<file path="config.mk">
export PLATFORM = sky130hd
export DESIGN_NAME = nibble_serial_sub_ctrl_flat
export DESIGN_NICKNAME = d
export VERILOG_FILES = /design/src/rtl/nibble_serial_sub_ctrl_if.sv /design/src/rtl/nibble_serial_sub_ctrl.sv /design/src/flat_wrapper.sv
export SDC_FILE = /design/constraint.sdc
export NUM_CORES = 1
export LEC_CHECK = 0
export BUFFER_PORTS_ARGS = -buffer_cell sky130_fd_sc_hd__buf_2
export CAP_MARGIN = 40
export CORE_ASPECT_RATIO = 2
export CORE_UTILIZATION = 54
export CTS_CLUSTER_SIZE = 25
export DETAILED_ROUTE_END_ITERATION = 8
export PLACE_DENSITY = 0.89
export REMOVE_ABC_BUFFERS = 1
export SYNTH_ARGS = -nofsm -noshare
export SYNTH_HDL_FRONTEND = slang
export SYNTH_SLANG_ARGS = --single-unit
</file>
<file path="constraint.sdc">
create_clock -name clk -period 4.1 [get_ports clk]
set_clock_uncertainty 0.2 [all_clocks]
set_input_delay 0.82 -clock clk [delete_from_list [all_inputs] [get_ports clk]]
set_output_delay 0.82 -clock clk [all_outputs]
set_load 0.02 [all_outputs]
</file>
<file path="src/rtl/nibble_serial_sub_ctrl_if.sv">
// rtl/nibble_serial_sub_ctrl_if.sv - host/sequencer handshake bundle for the nibble-serial subtractor
interface nibble_serial_sub_ctrl_if #(
   parameter int NIBBLES = 4
);
   localparam int W = 4 * NIBBLES;

   logic         start;
   logic [W-1:0] a;
   logic [W-1:0] b;
   logic         bin;
   logic         busy;
   logic         done;
   logic [W-1:0] diff;
   logic         bout;
   logic         zero;

   modport master (
      output start, a, b, bin,
      input  busy, done, diff, bout, zero
   );

   modport slave (
      input  start, a, b, bin,
      output busy, done, diff, bout, zero
   );
endinterface

</file>
<file path="src/rtl/nibble_serial_sub_ctrl.sv">
// rtl/nibble_serial_sub_ctrl.sv - wide a-b-bin computed one nibble per clock through a shared 4-bit slice
module nibble_serial_sub_ctrl #(
   parameter int NIBBLES = 4
) (
   input logic                     clk,
   input logic                     rst,
   nibble_serial_sub_ctrl_if.slave bus
);
   localparam int W  = 4 * NIBBLES;
   localparam int IW = (NIBBLES > 1) ? $clog2(NIBBLES) : 1;

   typedef enum logic [1:0] {
      S_IDLE = 2'd0,
      S_RUN  = 2'd1,
      S_DONE = 2'd2
   } state_t;

   state_t          state_q;
   state_t          state_d;
   logic [W-1:0]    a_q;
   logic [W-1:0]    b_q;
   logic            brw_q;
   logic [IW-1:0]   idx_q;
   logic [W-1:0]    diff_q;
   logic            bout_q;
   logic            zero_q;

   logic [3:0]      x;
   logic [3:0]      y;
   logic [3:0]      d_nib;
   logic [4:0]      c;
   logic [W-1:0]    diff_n;
   logic            last;

   assign last = (idx_q == IW'(NIBBLES - 1));

   // State register
   always_ff @(posedge clk) begin
      if (rst) state_q <= S_IDLE;
      else     state_q <= state_d;
   end

   // Next-state: a start is only honoured in IDLE, DONE always lasts one cycle
   always_comb begin
      state_d = state_q;
      case (state_q)
         S_IDLE:  if (bus.start) state_d = S_RUN;
         S_RUN:   if (last) state_d = S_DONE;
         S_DONE:  state_d = S_IDLE;
         default: state_d = S_IDLE;
      endcase
   end

   // Shared nibble slice: ripple-borrow full subtractor over the current nibble
   always_comb begin
      x      = a_q[{idx_q, 2'b00} +: 4];
      y      = b_q[{idx_q, 2'b00} +: 4];
      c      = '0;
      d_nib  = '0;
      c[0]   = brw_q;
      for (int i = 0; i < 4; i++) begin
         d_nib[i] = x[i] ^ y[i] ^ c[i];
         c[i+1]   = (~x[i] & y[i]) | (~(x[i] ^ y[i]) & c[i]);
      end
      diff_n = diff_q;
      diff_n[{idx_q, 2'b00} +: 4] = d_nib;
   end

   // Operand capture, per-nibble result write-back and final flags
   always_ff @(posedge clk) begin
      if (rst) begin
         a_q    <= '0;
         b_q    <= '0;
         brw_q  <= 1'b0;
         idx_q  <= '0;
         diff_q <= '0;
         bout_q <= 1'b0;
         zero_q <= 1'b0;
      end else begin
         case (state_q)
            S_IDLE: begin
               if (bus.start) begin
                  a_q    <= bus.a;
                  b_q    <= bus.b;
                  brw_q  <= bus.bin;
                  idx_q  <= '0;
                  diff_q <= '0;
                  bout_q <= 1'b0;
                  zero_q <= 1'b0;
               end
            end
            S_RUN: begin
               diff_q <= diff_n;
               brw_q  <= c[4];
               idx_q  <= idx_q + IW'(1);
               if (last) begin
                  bout_q <= c[4];
                  zero_q <= (diff_n == '0);
               end
            end
            default: ;
         endcase
      end
   end

   assign bus.busy = (state_q == S_RUN);
   assign bus.done = (state_q == S_DONE);
   assign bus.diff = diff_q;
   assign bus.bout = bout_q;
   assign bus.zero = zero_q;
endmodule

</file>
<file path="src/flat_wrapper.sv">
// flat-port wrapper written by rule: the top's interface ports become plain ports
module nibble_serial_sub_ctrl_flat 
#(
   parameter int NIBBLES = 4
)
  (clk, rst, bus_start, bus_a, bus_b, bus_bin, bus_busy, bus_done, bus_diff, bus_bout, bus_zero);
  nibble_serial_sub_ctrl_if #(.NIBBLES(NIBBLES)) bus_i ();
  input logic clk;
  input logic rst;
  input wire logic [$bits(bus_i.start)-1:0] bus_start;
  input wire logic [$bits(bus_i.a)-1:0] bus_a;
  input wire logic [$bits(bus_i.b)-1:0] bus_b;
  input wire logic [$bits(bus_i.bin)-1:0] bus_bin;
  output wire logic [$bits(bus_i.busy)-1:0] bus_busy;
  output wire logic [$bits(bus_i.done)-1:0] bus_done;
  output wire logic [$bits(bus_i.diff)-1:0] bus_diff;
  output wire logic [$bits(bus_i.bout)-1:0] bus_bout;
  output wire logic [$bits(bus_i.zero)-1:0] bus_zero;
  assign bus_i.start = bus_start;
  assign bus_i.a = bus_a;
  assign bus_i.b = bus_b;
  assign bus_i.bin = bus_bin;
  assign bus_busy = bus_i.busy;
  assign bus_done = bus_i.done;
  assign bus_diff = bus_i.diff;
  assign bus_bout = bus_i.bout;
  assign bus_zero = bus_i.zero;
  nibble_serial_sub_ctrl #(.NIBBLES(NIBBLES)) u_core (.clk(clk), .rst(rst), .bus(bus_i));
endmodule
</file>
==> flow_metrics.env <==
export IMPL_end_kind="register"
export IMPL_die_area_mm2=0.00511
export IMPL_clockBufferDepth=2
export IMPL_portBuffers=55
export IMPL_fin_util_pct=65.0
export IMPL_h_tree_depth=2
export IMPL_ys_seq_area_share_pct=42.4
export IMPL_rrSetupSlack_ps=460
export IMPL_drc=0
export IMPL_p_leak_nw=1.25
export IMPL_hold_end="u_core.a_q[6]"
export IMPL_synth_cell_types=33
export IMPL_grt_max_degree=54
export IMPL_status="finished, final reports clean"
export IMPL_grtUsageTotal_pct=25.3
export IMPL_p_per_area_mw_per_mm2=367
export IMPL_regToRegStartpoint="u_core.idx_q[0]"
export IMPL_postRouteAntennaNets=0
export IMPL_grt_ovfl_total=0
export IMPL_first_pass_iters=4
export IMPL_max_freq_ghz=0.275
export IMPL_finalCritPeriodShare_pct=88.7
export IMPL_synthToLayoutAreaGrowth_pct=15.1
export IMPL_grt_pass1_vias=2229
export IMPL_reg2reg_depth=10
export IMPL_total_power_mw=1.10
export IMPL_drt_wl_total_um=6170
export IMPL_reg2reg_to="u_core.bus.zero"
export IMPL_start_kind="register"
export IMPL_max_vdd_ir_drop_mv=0.312
export IMPL_core_area_mm2=0.00460
export IMPL_criticalPathCategory="register to register"
export IMPL_hold_path_class="register to register"
export IMPL_synthCells=316
export IMPL_setup_viol_count_final=0
export IMPL_cts_made_buffers=5
export IMPL_diodes=0
export IMPL_cts_tree="built"
export IMPL_worstMarginPinSlew_ps=554
export IMPL_final_nets=409
export IMPL_dp_hpwl_um=4440
export IMPL_place_congestion=0.988
export IMPL_avgSynthCellArea_um2=8.22
export IMPL_maxSlewHeadroom_pct=63.1
export IMPL_setup_tns_ps=0
export IMPL_vias=2368
export IMPL_async_flop_share_pct=0
export IMPL_cts_sink_count=55
export IMPL_num_rows=35
export IMPL_drt_iter0_drc=42
export IMPL_synth_top_flop_cell="dfxtp_1"
export IMPL_grt_antenna_before_repair=0
export IMPL_die_y_um=100
export IMPL_finalHoldViolCount=0
export IMPL_syn_cell_area_mm2=0.00260
export IMPL_fin_crit_ps=3640
export IMPL_critPathArrivalTime_ps=3690
export IMPL_synth_seq_cells=55
export IMPL_holdPathStages=2
export IMPL_rsz0062_at_grt="no"
export IMPL_path_clk_slew_ps=90
export IMPL_grt_pass1_wl_um=9650
export IMPL_die_w_um=51.0
export IMPL_io_pins=56
export IMPL_postCtsSetupBuffers=0
export IMPL_insertion_delay_ps=310
export IMPL_post_cts_resized=0
export IMPL_drive_above_1_share_pct=21.7
export IMPL_ctsHoldBuffers=0
export IMPL_wl_per_cell_um=14.7
export IMPL_crit_required_ps=4150
export IMPL_drv_slew=0
export IMPL_synth_warning_count=0
export IMPL_worstHoldStart="u_core.a_q[6]"
export IMPL_synth_edf_count=0
export IMPL_drv_cap=0
export IMPL_cts_root_buf="clkbuf_8"
export IMPL_viasPerCell=5.65
export IMPL_critPathMaxFanout=17
export IMPL_start_util_pct=56.5
-- cell usage in the layout, fill, tap and decap left out --
| cell | Yosys | layout |
|---|---|---|
| dfxtp_1 | 55 | 55 |
| inv_1 | 10 | 10 |
| a21oi_1 | 40 | 40 |
| a41oi_2 | 1 | 1 |
| nor3_1 | 1 | 1 |
| and2_1 | 2 | 2 |
| buf_2 | 7 | 55 |
| nor2_1 | 38 | 38 |
| clkbuf_8 | 0 | 7 |
| mux4_2 | 8 | 8 |
| o21ai_0 | 1 | 1 |
| inv_4 | 1 | 1 |
| and2b_4 | 1 | 1 |
| a32o_1 | 1 | 1 |
| clkbuf_1 | 10 | 1 |
| nor4_1 | 1 | 1 |
| fa_1 | 4 | 4 |
| nand3_1 | 5 | 5 |
| o21ai_1 | 1 | 1 |
| nand2b_4 | 1 | 1 |
| and3_1 | 1 | 1 |
| o22ai_1 | 1 | 1 |
| o2111ai_1 | 1 | 1 |
| buf_4 | 1 | 5 |
| nand2_1 | 70 | 70 |
| nand4_1 | 2 | 2 |
| nor2b_1 | 17 | 17 |
| a22oi_1 | 2 | 2 |
| ha_1 | 6 | 6 |
| a221oi_1 | 1 | 1 |
| nand2b_1 | 1 | 1 |
| a31oi_1 | 23 | 23 |
-- cell families (layout without fill, tap and decap cells) --
group / Yosys count / after routing / synth area share [%]
and+or+nand+nor: 140 / 140 / 23.5
AOI/OAI and AO/OA: 72 / 72 / 16.1
DFF: 55 / 55 / 42.4
buffers and inverters: 31 / 79 / 5.11
adders and majority gates: 10 / 10 / 5.97
muxes: 8 / 8 / 6.94
-- area by class of cell --
type / count / area, µm²
timing repair buffer: 60 / 313
sequential: 55 / 1100
multi-input combinational: 230 / 1360
clock buffer: 8 / 100
fill: 426 / 1610
inverter: 11 / 43.8
tap: 55 / 68.8
-- metrics by stage --
step	worst slack [ps]	hold slack [ps]	instances	instance area [µm²]
finish	465	259	419	2990
detailed placement	489	247	411	2890
global placement	556	239	411	2890
CTS	477	259	419	2990
global route	276	284	419	2990
floorplan	282	227	296	2510
-- synth_stat cells, drive strengths merged, types with 4 or more instances --
cell type | count | area, µm²
inv | 11 | 43.8
ha | 6 | 75.1
dfxtp | 55 | 1100
nand2 | 70 | 263
nor2b | 17 | 106
a31oi | 23 | 144
mux4 | 8 | 180
buf | 9 | 46.3
fa | 4 | 80.1
clkbuf | 11 | 42.5
nand3 | 5 | 25.0
a21oi | 40 | 200
nor2 | 38 | 143
-- how the worst max path moves through the flow --
stage                         start               to  cells past startpoint
floorplan           u_core.idx_q[0]  u_core.bus.zero                     12
global placement    u_core.idx_q[0]  u_core.bus.zero                     10
detailed placement  u_core.idx_q[0]  u_core.bus.zero                     10
CTS                 u_core.idx_q[0]  u_core.bus.zero                     10
global route        u_core.idx_q[0]  u_core.bus.zero                     10
finish              u_core.idx_q[0]  u_core.bus.zero                     10
-- registers in the layout, summed over array words and instances (netlist names) --
signal and cells:
u_core.a_q 16, u_core.b_q 16, u_core.brw_q 1, u_core.bus.bout 1, u_core.bus.diff 16, u_core.bus.zero 1, u_core.idx_q 2, u_core.state_q 2
-- worst max-delay path, cell delays in order (launching register included) --
cell and delay (ps):
dfxtp_1 380, buf_4 270, mux4_2 550, fa_1 440
fa_1 390, fa_1 480, nor2b_1 180, a31oi_1 220
nand4_1 130, nor4_1 190, a32o_1 150
-- power breakdown --
group / internal, mW / switching, mW / total (mW)
logic: 0.0803 / 0.122 / 0.203
registers: 0.559 / 0.0162 / 0.575
clock network: 0.154 / 0.165 / 0.320
-- layer usage --
metal,part of all wire (%),vias to the layer above,global-route usage [%]
met3,3.7,21,4.55
met2,56,75,46.0
met5,0,-,0
li1,-,1165,-
met1,35,1107,24.5
met4,5.1,0,17.5
(Power assumes the default switching activity.)
